$ cat src/rtl/fifo_pkg.sv
// Shared constants for the FIFO-read-to-stream block.
// The optional transfer counter is enabled by defining FIFO_RD_STREAM_CNT_EN.
package fifo_pkg;
  localparam int DATA_WIDTH_DEF = 8;
  localparam int BUF_DEPTH      = 2;
  localparam int CNT_W          = 16;

  // A read may be issued only if the word it returns is guaranteed a free slot.
  function automatic logic has_room(input logic [1:0] cnt, input logic infl, input logic pop);
    return ({1'b0, cnt} + {2'b00, infl} - {2'b00, pop}) < 3'(BUF_DEPTH);
  endfunction
endpackage

$ cat src/rtl/fifo_rd_stream_if.sv
// FIFO read port plus downstream valid/ready stream bundle.
// master = the converter block, slave = the FIFO/sink environment.
interface fifo_rd_stream_if #(parameter int DATA_WIDTH = fifo_pkg::DATA_WIDTH_DEF);
  logic                  fifo_empty;
  logic                  fifo_rd_en;
  logic [DATA_WIDTH-1:0] fifo_data;
  logic                  m_valid;
  logic                  m_ready;
  logic [DATA_WIDTH-1:0] m_data;

  modport master (input fifo_empty, fifo_data, m_ready, output fifo_rd_en, m_valid, m_data);
  modport slave  (output fifo_empty, fifo_data, m_ready, input fifo_rd_en, m_valid, m_data);
endinterface

$ cat src/rtl/fifo_rd_skid.sv
// Two-entry circular buffer absorbing FIFO words already in flight when the sink stalls.
// Storage is intentionally not reset; only pointers and count are.
module fifo_rd_skid import fifo_pkg::*; #(
  parameter int DATA_WIDTH = DATA_WIDTH_DEF
) (
  input  logic                  clk,
  input  logic                  rst,
  input  logic                  push_i,
  input  logic                  pop_i,
  input  logic [DATA_WIDTH-1:0] data_i,
  output logic [DATA_WIDTH-1:0] data_o,
  output logic [1:0]            count_o
);
  logic [DATA_WIDTH-1:0] mem_q [BUF_DEPTH];
  logic                  head_q, head_d;
  logic                  tail_q, tail_d;
  logic [1:0]            count_q, count_d;

  always_comb begin
    head_d  = head_q ^ pop_i;
    tail_d  = tail_q ^ push_i;
    count_d = count_q + {1'b0, push_i} - {1'b0, pop_i};
  end

  always_ff @(posedge clk) begin
    if (rst) begin
      head_q  <= 1'b0;
      tail_q  <= 1'b0;
      count_q <= 2'd0;
    end else begin
      head_q  <= head_d;
      tail_q  <= tail_d;
      count_q <= count_d;
    end
  end

  always_ff @(posedge clk) begin
    if (push_i && !rst) mem_q[tail_q] <= data_i;
  end

  assign data_o  = mem_q[head_q];
  assign count_o = count_q;

  a_no_overflow: assert property (@(posedge clk) disable iff (rst)
    !(push_i && !pop_i && count_q == 2'd2));
  a_count_range: assert property (@(posedge clk) disable iff (rst) count_q <= 2'd2);
endmodule

$ cat src/rtl/fifo_rd_stream.sv
// Converts a 1-cycle-latency FIFO read port into a valid/ready stream.
// FIFO_RD_STREAM_CNT_EN adds a 16-bit wrapping transfer counter output xfer_cnt.
module fifo_rd_stream import fifo_pkg::*; #(
  parameter int DATA_WIDTH = DATA_WIDTH_DEF
) (
  input  logic             clk,
  input  logic             rst,
  fifo_rd_stream_if.master bus
`ifdef FIFO_RD_STREAM_CNT_EN
  ,
  output logic [CNT_W-1:0] xfer_cnt
`endif
);
  logic                  inflight_q, inflight_d;
  logic                  pop;
  logic                  rd_en;
  logic [1:0]            count;
  logic [DATA_WIDTH-1:0] head_data;

  assign pop   = bus.m_valid & bus.m_ready;
  // Credit check counts the word still in flight so a stall never overfills the buffer.
  assign rd_en = !bus.fifo_empty & !rst & has_room(count, inflight_q, pop);

  always_comb inflight_d = rd_en;

  always_ff @(posedge clk) begin
    if (rst) inflight_q <= 1'b0;
    else     inflight_q <= inflight_d;
  end

  fifo_rd_skid #(.DATA_WIDTH(DATA_WIDTH)) u_skid (
    .clk    (clk),
    .rst    (rst),
    .push_i (inflight_q),
    .pop_i  (pop),
    .data_i (bus.fifo_data),
    .data_o (head_data),
    .count_o(count)
  );

  assign bus.fifo_rd_en = rd_en;
  assign bus.m_valid    = (count != 2'd0);
  assign bus.m_data     = head_data;

`ifdef FIFO_RD_STREAM_CNT_EN
  logic [CNT_W-1:0] xfer_q, xfer_d;

  always_comb begin
    xfer_d = xfer_q;
    if (pop) xfer_d = xfer_q + CNT_W'(1);
  end

  always_ff @(posedge clk) begin
    if (rst) xfer_q <= '0;
    else     xfer_q <= xfer_d;
  end

  assign xfer_cnt = xfer_q;
`endif
endmodule
$ cat src/flat_wrapper.sv
// flat-port wrapper written by rule: the top's interface ports become plain ports
module fifo_rd_stream_flat import fifo_pkg::*;
#(
  parameter int DATA_WIDTH = DATA_WIDTH_DEF
)
  (clk, rst, bus_fifo_empty, bus_fifo_data, bus_m_ready, bus_fifo_rd_en, bus_m_valid, bus_m_data);
  fifo_rd_stream_if #(.DATA_WIDTH(DATA_WIDTH)) bus_i ();
  input  logic clk;
  input  logic rst;
  input wire logic [$bits(bus_i.fifo_empty)-1:0] bus_fifo_empty;
  input wire logic [$bits(bus_i.fifo_data)-1:0] bus_fifo_data;
  input wire logic [$bits(bus_i.m_ready)-1:0] bus_m_ready;
  output wire logic [$bits(bus_i.fifo_rd_en)-1:0] bus_fifo_rd_en;
  output wire logic [$bits(bus_i.m_valid)-1:0] bus_m_valid;
  output wire logic [$bits(bus_i.m_data)-1:0] bus_m_data;
  assign bus_i.fifo_empty = bus_fifo_empty;
  assign bus_i.fifo_data = bus_fifo_data;
  assign bus_i.m_ready = bus_m_ready;
  assign bus_fifo_rd_en = bus_i.fifo_rd_en;
  assign bus_m_valid = bus_i.m_valid;
  assign bus_m_data = bus_i.m_data;
  fifo_rd_stream #(.DATA_WIDTH(DATA_WIDTH)) u_core (.clk(clk), .rst(rst), .bus(bus_i));
endmodule
$ cat config.mk
export PLATFORM = sky130hd
export DESIGN_NAME = fifo_rd_stream_flat
export DESIGN_NICKNAME = d
export VERILOG_FILES = /design/src/rtl/fifo_pkg.sv /design/src/rtl/fifo_rd_stream_if.sv /design/src/rtl/fifo_rd_skid.sv /design/src/rtl/fifo_rd_stream.sv /design/src/flat_wrapper.sv
export SDC_FILE = /design/constraint.sdc
export NUM_CORES = 1
export LEC_CHECK = 0
export CAP_MARGIN = 20
export CORE_UTILIZATION = 30
export DETAILED_ROUTE_END_ITERATION = 10
export SLEW_MARGIN = 20
export SYNTH_ARGS = -nofsm -noshare
export SYNTH_HDL_FRONTEND = slang
export SYNTH_SLANG_ARGS = --single-unit
$ cat constraint.sdc
create_clock -name clk -period 4.05 [get_ports clk]
set_input_delay 0.81 -clock clk [delete_from_list [all_inputs] [get_ports clk]]
set_output_delay 0.81 -clock clk [all_outputs]
set_load 0.01 [all_outputs]
==> key figures, run 1 <==
Worst setup path
  • Slowest Stage Delay on Critical Path: 450 ps
  • Crit path capture type: output pin
  • Critical path buffer and inverter count: 3
  • Critical Path Fanout Max: 3
  • Slowest CP cell: clkdlybuf4s50_1
  • Worst EP arrival: 2730 ps
  • Delay-heaviest family, CP: adder cells
  • Crit start category: input pin
  • CP dominant cell by count: ha_1
  • Kind of critical path: input pin to output pin
  • CP cell instances: clkdlybuf4s50_1 > o21a_1 > ha_1 > inv_1 > ha_1 > fa_1 > nor4_1 > dlymetal6s2s_1
  • CP required: 3240 ps

Timing
  • Max-slew violation count: 0
  • RSZ-0062 raised after global routing: false
  • Setup TNS: 0 ps
  • Slew @ Worst Pin: 443 ps
  • Final Hold Viols: 0
  • Fmax: 0.282 GHz
  • Hold_ws: 540 ps
  • Slew HR: 0.704
  • Final min period: 3540 ps
  • Final period utilization: 0.874
  • Final setup vio count: 0
  • Layout Skew: 1.29 ps

Cells and area
  • Layout area overhead: 33.6%
  • Layout cell share with drive strength beyond 1: 0.195
  • Non-filler cells in the finished layout: 107
  • Nets: 93
  • Diode count: 0

Drt
  • Total Wirelength: 1.30 mm
  • Max layer used: met3
  • TritonRoute pass-1 iters: 2
  • Via count: 475
  • Detail Route Antenna Nets: 0
  • M1 wire length: 565 um
  • Metal2 WL: 624 um
  • Via density per instance: 4.44
  • DRC viols: 0
  • Drt first-iter violations: 4
  • Routed len/inst: 12.1 um
  • DR WL met3: 105 um

CTS
  • Maximum root-to-sink buffer count: 2
  • Worst-Skew Late Latency: 290 ps
  • CTS tree: yes
  • Htree depth: 1
  • Clock root buffer: clkbuf_4
  • Reg clk slew, reported paths: 110 ps
  • Postcts setup bufs: 0
  • TritonCTS Sinks: 21
  • Cts hold-fix bufs: 0
  • CTS Buf Count: 3
  • Post-CTS sizing: 0

Synth
  • Post-synthesis adder-cell area fraction: 0.0537
  • Post-synthesis cell count: 52
  • FF+latch count, synth: 21
  • Syn_nets: 67
  • Synthesized cell area: 838 um2
  • Yosys cell types: 16
  • Main combinational cell family by area after synthesis: multiplexers
  • Synth Area per Inst: 16.1 um2
  • Xor/xnor share of the synthesized area: 0.0209
  • Synth Area in Compound Gates: 0.00896
  • Mux contribution to synthesized area: 0.125
  • Post-synthesis simple-gate area fraction: 0.0687
  • Synth Warn #: 0
  • Post-synthesis sequential area ratio: 0.693

Floorplan
  • Die ar.: 3010 um2
  • Core Footprint: 2570 um2
  • Die Y: 54.9 um
  • Initial Util: 0.327
  • Die Span X: 54.9 um
  • Top-level I/O count: 22
  • Cell Rows: 18

Worst hold path
  • Hold/Removal Path Class: flop to flop

Power and ir drop
  • Worst vdd ir: 0.297 mV
  • P_leak: 0.406 nW
  • Pwr Density: 534 nW/um2

Placement
  • DP Cell Count: 103
  • Post-detail-place hpwl: 905 um
  • RePlAce Congestion: 0.647
  • I/O Buffers: 21

Global route
  • Largest net degree at the start of global routing: 12
  • Initial antenna violation count: 0
  • Vias in the first global route: 469
  • GR Overflow Total: 0
  • Gr usage total: 0.0962
  • First-pass GRT wire length: 1.95 mm

Flow run
  • Max-cap check violation count: 0

Status
  • Status: completed
[worst min-delay path, delay by kind of cell (launching register included)]
kind             cells  cell delay (ps)
XOR/XNOR             1               80
AND/OR/NAND/NOR      1               70
flip-flops           1              360
[final cells by class]
cell class	count	area [um2]
fillers	258	1450
flip-flops and latches	21	581
multi-input cells	25	233
repair buffers	23	228
well taps	30	37.5
clock buffers	4	26.3
inverters	4	15.0
[cells in the final DEF, fill, tap and decap left out, types with 2 or more instances in the layout]
master           instances
inv_1                    4
nor2b_1                  3
edfxtp_1                16
buf_4                    2
ha_1                     2
xnor2_1                  2
clkdlybuf4s50_1         20
dfxtp_1                  5
nor4_1                   2
clkbuf_4                 3
mux2_2                   8
nor2_1                   2
[metrics by stage]
stage                     instance area (um2)  worst slack, ps   util  power, mW
after global placement                   1090              123  0.425      0.509
after floorplan                           838              967      -      0.420
final                                    1120              510  0.436      0.598
after detailed placement                 1090              122  0.425      0.510
after CTS                                1120             97.9  0.435      0.609
after global routing                     1120              348  0.436      0.641
[logic make-up after synthesis]
family | Yosys count
adders and majority gates | 3
muxes | 9
buffers and inverters | 6
DFF | 21
xor gates and xnor gates | 2
and+or+nand+nor | 10
AOI/OAI and AO/OA | 1
[per-layer routing]
layer / vias to the layer above / global-route usage
li1: 235 / -
met1: 223 / 0.108
met2: 17 / 0.163
met3: 0 / 0.0333
met4: 0 / 0.0427
met5: - / 0
[flip-flops by register name, summed over array words and instances, names as in the netlist]
name and count:
u_core.u_skid.head_q 1, u_core.u_skid.tail_q 1, u_core.u_skid.mem_q 16, u_core.u_skid.count_o 2, u_core.inflight_q 1
[synth_stat cells]
cell	number	area, um2
edfxtp_1	16	480
mux2_2	8	90.1
dfxtp_1	5	100
inv_1	4	15.0
nor2b_1	3	18.8
buf_2	2	10.0
ha_1	2	25.0
nor2_1	2	7.51
nor4_1	2	12.5
xnor2_1	2	17.5
fa_1	1	20.0
mux2_4	1	15.0
nor3_1	1	5.00
nor3b_1	1	7.51
o21a_1	1	7.51
or2_2	1	6.26
[report_power, final]
| group | leakage (nW) | switching [mW] | internal, mW | total, mW |
|---|---|---|---|---|
| clock | 0.0150 | 0.0569 | 0.0382 | 0.0952 |
| sequential | 0.186 | 0.0252 | 0.266 | 0.292 |
| combinational | 0.206 | 0.0796 | 0.132 | 0.212 |
| total | 0.406 | 0.162 | 0.437 | 0.598 |
[path summary, 6_finish.rpt]
kind | from | to | slack (ps) | cells past startpoint
worst min-delay path | u_core.inflight_q | u_core.u_skid.tail_q | 540 | 2
worst min register to register | u_core.inflight_q | u_core.u_skid.tail_q | 540 | 2
worst max-delay path | bus_m_ready | bus_fifo_rd_en | 510 | 8
worst max register to register | u_core.u_skid.count_o[1] | u_core.inflight_q | 2200 | 6
Note: power is estimated with default switching activity, not from simulation.
==> inputs of run 2 (changes only) <==
DONT_BUFFER_PORTS = 1   (was not set)
==> key figures, run 2 (same netlist as run 1, synthesis figures left out) <==
Status
  • Status: completed (unchanged)

Power and ir drop
  • Pint: 0.378 mW (was 0.437 mW)
  • Comb power frac: 0.271 (was 0.354)
  • Power Total: 0.534 mW (was 0.598 mW)
  • P_leak: 0.307 nW (was 0.406 nW)
  • Pwr Density: 590 nW/um2 (was 534 nW/um2)
  • Worst vdd ir: 0.311 mV (was 0.297 mV)
  • Psw: 0.157 mW (was 0.162 mW)
  • Switching part of the total: 0.293 (was 0.270)
  • Flop pwr share: 0.549 (was 0.487)
  • Clock share of power: 0.180 (was 0.159)

Worst setup path
  • Worst EP arrival: 2360 ps (was 2730 ps)
  • Crit start category: input pin (unchanged)
  • CP dominant cell by count: ha_1 (unchanged)
  • Slowest CP cell: fa_1 (was clkdlybuf4s50_1)
  • Critical Path Fanout Max: 3 (unchanged)
  • Delay-heaviest family, CP: adder cells (unchanged)
  • R2r setup slk: 2160 ps (was 2200 ps)
  • Slowest Stage Delay on Critical Path: 470 ps (was 450 ps)
  • CP required: 3240 ps (about the same)
  • Crit path capture type: output pin (unchanged)
  • Kind of critical path: input pin to output pin (unchanged)
  • Critical path buffer and inverter count: 1 (was 3)
  • CP cell instances: o21a_1 > ha_1 > inv_1 > ha_1 > fa_1 > nor4_1 (was clkdlybuf4s50_1 > o21a_1 > ha_1 > inv_1 > ha_1 > fa_1 > nor4_1 > dlymetal6s2s_1)

Placement
  • RePlAce Congestion: 0.665 (was 0.647)
  • I/O Buffers: 0 (was 21)
  • Post-detail-place hpwl: 907 um (was 905 um)
  • Placement Cell Area: 878 um2 (was 1090 um2)

Timing
  • Hold_ws: 535 ps (was 540 ps)
  • Slew @ Worst Pin: 657 ps (was 443 ps)
  • Max-slew violation count: 0 (unchanged)
  • Final min period: 3170 ps (was 3540 ps)
  • Final period utilization: 0.783 (was 0.874)
  • RSZ-0062 raised after global routing: false (unchanged)
  • Final setup vio count: 0 (unchanged)
  • Final Hold Viols: 0 (unchanged)
  • Fmax: 0.315 GHz (was 0.282 GHz)
  • Layout Skew: 10.9 ps (was 1.29 ps)
  • Slew HR: 0.560 (was 0.704)
  • Setup TNS: 0 ps (unchanged)

Cells and area
  • Commonest non-fill, non-tap cells in the layout: edfxtp_1 (16), mux2_2 (8), dfxtp_1 (5) (was clkdlybuf4s50_1 (20), edfxtp_1 (16), mux2_2 (8))
  • Layout area overhead: 8.06% (was 33.6%)
  • Layout cell share with drive strength beyond 1: 0.291 (was 0.195)
  • Final Cell Area: 906 um2 (was 1120 um2)
  • Nets: 71 (was 93)
  • Most common cell after layout, fill and taps aside: edfxtp_1 (was clkdlybuf4s50_1)
  • Diode count: 0 (unchanged)
  • Top reg by flops: u_core.u_skid.mem_q (unchanged)
  • Filler cells: 273 (was 258)
  • Max reg flops: 16 (unchanged)
  • Final Util: 0.353 (was 0.436)

CTS
  • Htree depth: 1 (unchanged)
  • CTS Buf Count: 3 (unchanged)
  • Worst-Skew Late Latency: 290 ps (about the same)
  • Maximum root-to-sink buffer count: 2 (unchanged)
  • Reg clk slew, reported paths: 100 ps (was 110 ps)
  • Postcts setup bufs: 0 (unchanged)
  • TritonCTS Sinks: 21 (unchanged)
  • Post-CTS sizing: 0 (unchanged)
  • Clock root buffer: clkbuf_4 (unchanged)
  • Cts hold-fix bufs: 0 (unchanged)
  • CTS tree: yes (unchanged)

Global route
  • First-pass GRT wire length: 1.90 mm (was 1.95 mm)
  • Initial antenna violation count: 0 (unchanged)
  • Vias in the first global route: 435 (was 469)
  • Largest net degree at the start of global routing: 13 (was 12)
  • Gr usage total: 0.0939 (was 0.0962)
  • GR Overflow Total: 0 (unchanged)

Drt
  • Detail Route Antenna Nets: 0 (unchanged)
  • Via count: 408 (was 475)
  • DRC viols: 0 (unchanged)
  • Drt first-iter violations: 0 (was 4)
  • Via density per instance: 4.80 (was 4.44)
  • TritonRoute pass-1 iters: 1 (was 2)
  • Routed len/inst: 14.6 um (was 12.1 um)
  • Total Wirelength: 1.25 mm (was 1.30 mm)

Flow run
  • Max-cap check violation count: 0 (unchanged)

Worst hold path
  • Hold/Removal Path Class: flop to flop (unchanged)

Floorplan
  • Top-level I/O count: 22 (unchanged)
  • Die Span X: 54.9 um (unchanged)
  • Core Footprint: 2570 um2 (unchanged)
  • Cell Rows: 18 (unchanged)
  • Die ar.: 3010 um2 (unchanged)
  • Initial Util: 0.327 (unchanged)
  • Die Y: 54.9 um (unchanged)
==> run 2: cell types whose count changed in the layout (fill, tap and decap cells not counted) <==
cell and change:
clkbuf_1 -1, nor3_2 +1, clkinv_2 +1, clkdlybuf4s50_1 -20, nor3_1 -1, buf_4 -1
dlymetal6s2s_1 -1
==> run 2: path summary, 6_finish.rpt <==
| check | start | end | cells after the start |
|---|---|---|---|
| max | bus_m_ready | bus_fifo_rd_en | 6 |
| min | u_core.inflight_q | u_core.u_skid.tail_q | 2 |
| max reg2reg | u_core.u_skid.count_o[1] | u_core.inflight_q | 6 |
| min reg2reg | u_core.inflight_q | u_core.u_skid.tail_q | 2 |
==> run 2: cell type report <==
| type | instances | area [um2] | share of cell area |
|---|---|---|---|
| flip-flops and latches | 21 | 581 | 0.641 |
| multi-input cells | 25 | 238 | 0.262 |
| well taps | 30 | 37.5 | 0.0414 |
| clock buffers | 3 | 22.5 | 0.0249 |
| inverters | 4 | 15.0 | 0.0166 |
| repair buffers | 1 | 7.51 | 0.00829 |
| clock inverters | 1 | 5.00 | 0.00552 |
==> run 2: per-stage QoR <==
stage | worst slack [ps] | cells
CTS | 872 | 85
global route | 784 | 85
finish | 880 | 85
floorplan | 967 | 52
global placement | 912 | 81
detailed placement | 875 | 81
==> run 2: metal layers <==
metal	global-route usage	vias to the layer above	share of wire
met5	0	-	0
li1	-	190	-
met4	0.0385	0	0
met3	0.0444	0	0.14
met1	0.104	200	0.36
met2	0.153	18	0.50
==> run 2: worst register-to-register path, cell delays in order, from the launching register on <==
cell and delay (ps):
dfxtp_1 360, o21a_1 230, ha_1 280, inv_1 40, ha_1 180, fa_1 470, nor4_1 250
==> run 2: power groups by stage <==
| stage | Clock [mW] | Combinational (mW) | Sequential, mW |
|---|---|---|---|
| global route | 0.108 | 0.164 | 0.298 |
| finish | 0.0959 | 0.145 | 0.293 |
| CTS | 0.100 | 0.150 | 0.294 |
| floorplan | 0 | 0.136 | 0.284 |
| global placement | 0 | 0.142 | 0.296 |
| detailed placement | 0 | 0.150 | 0.299 |
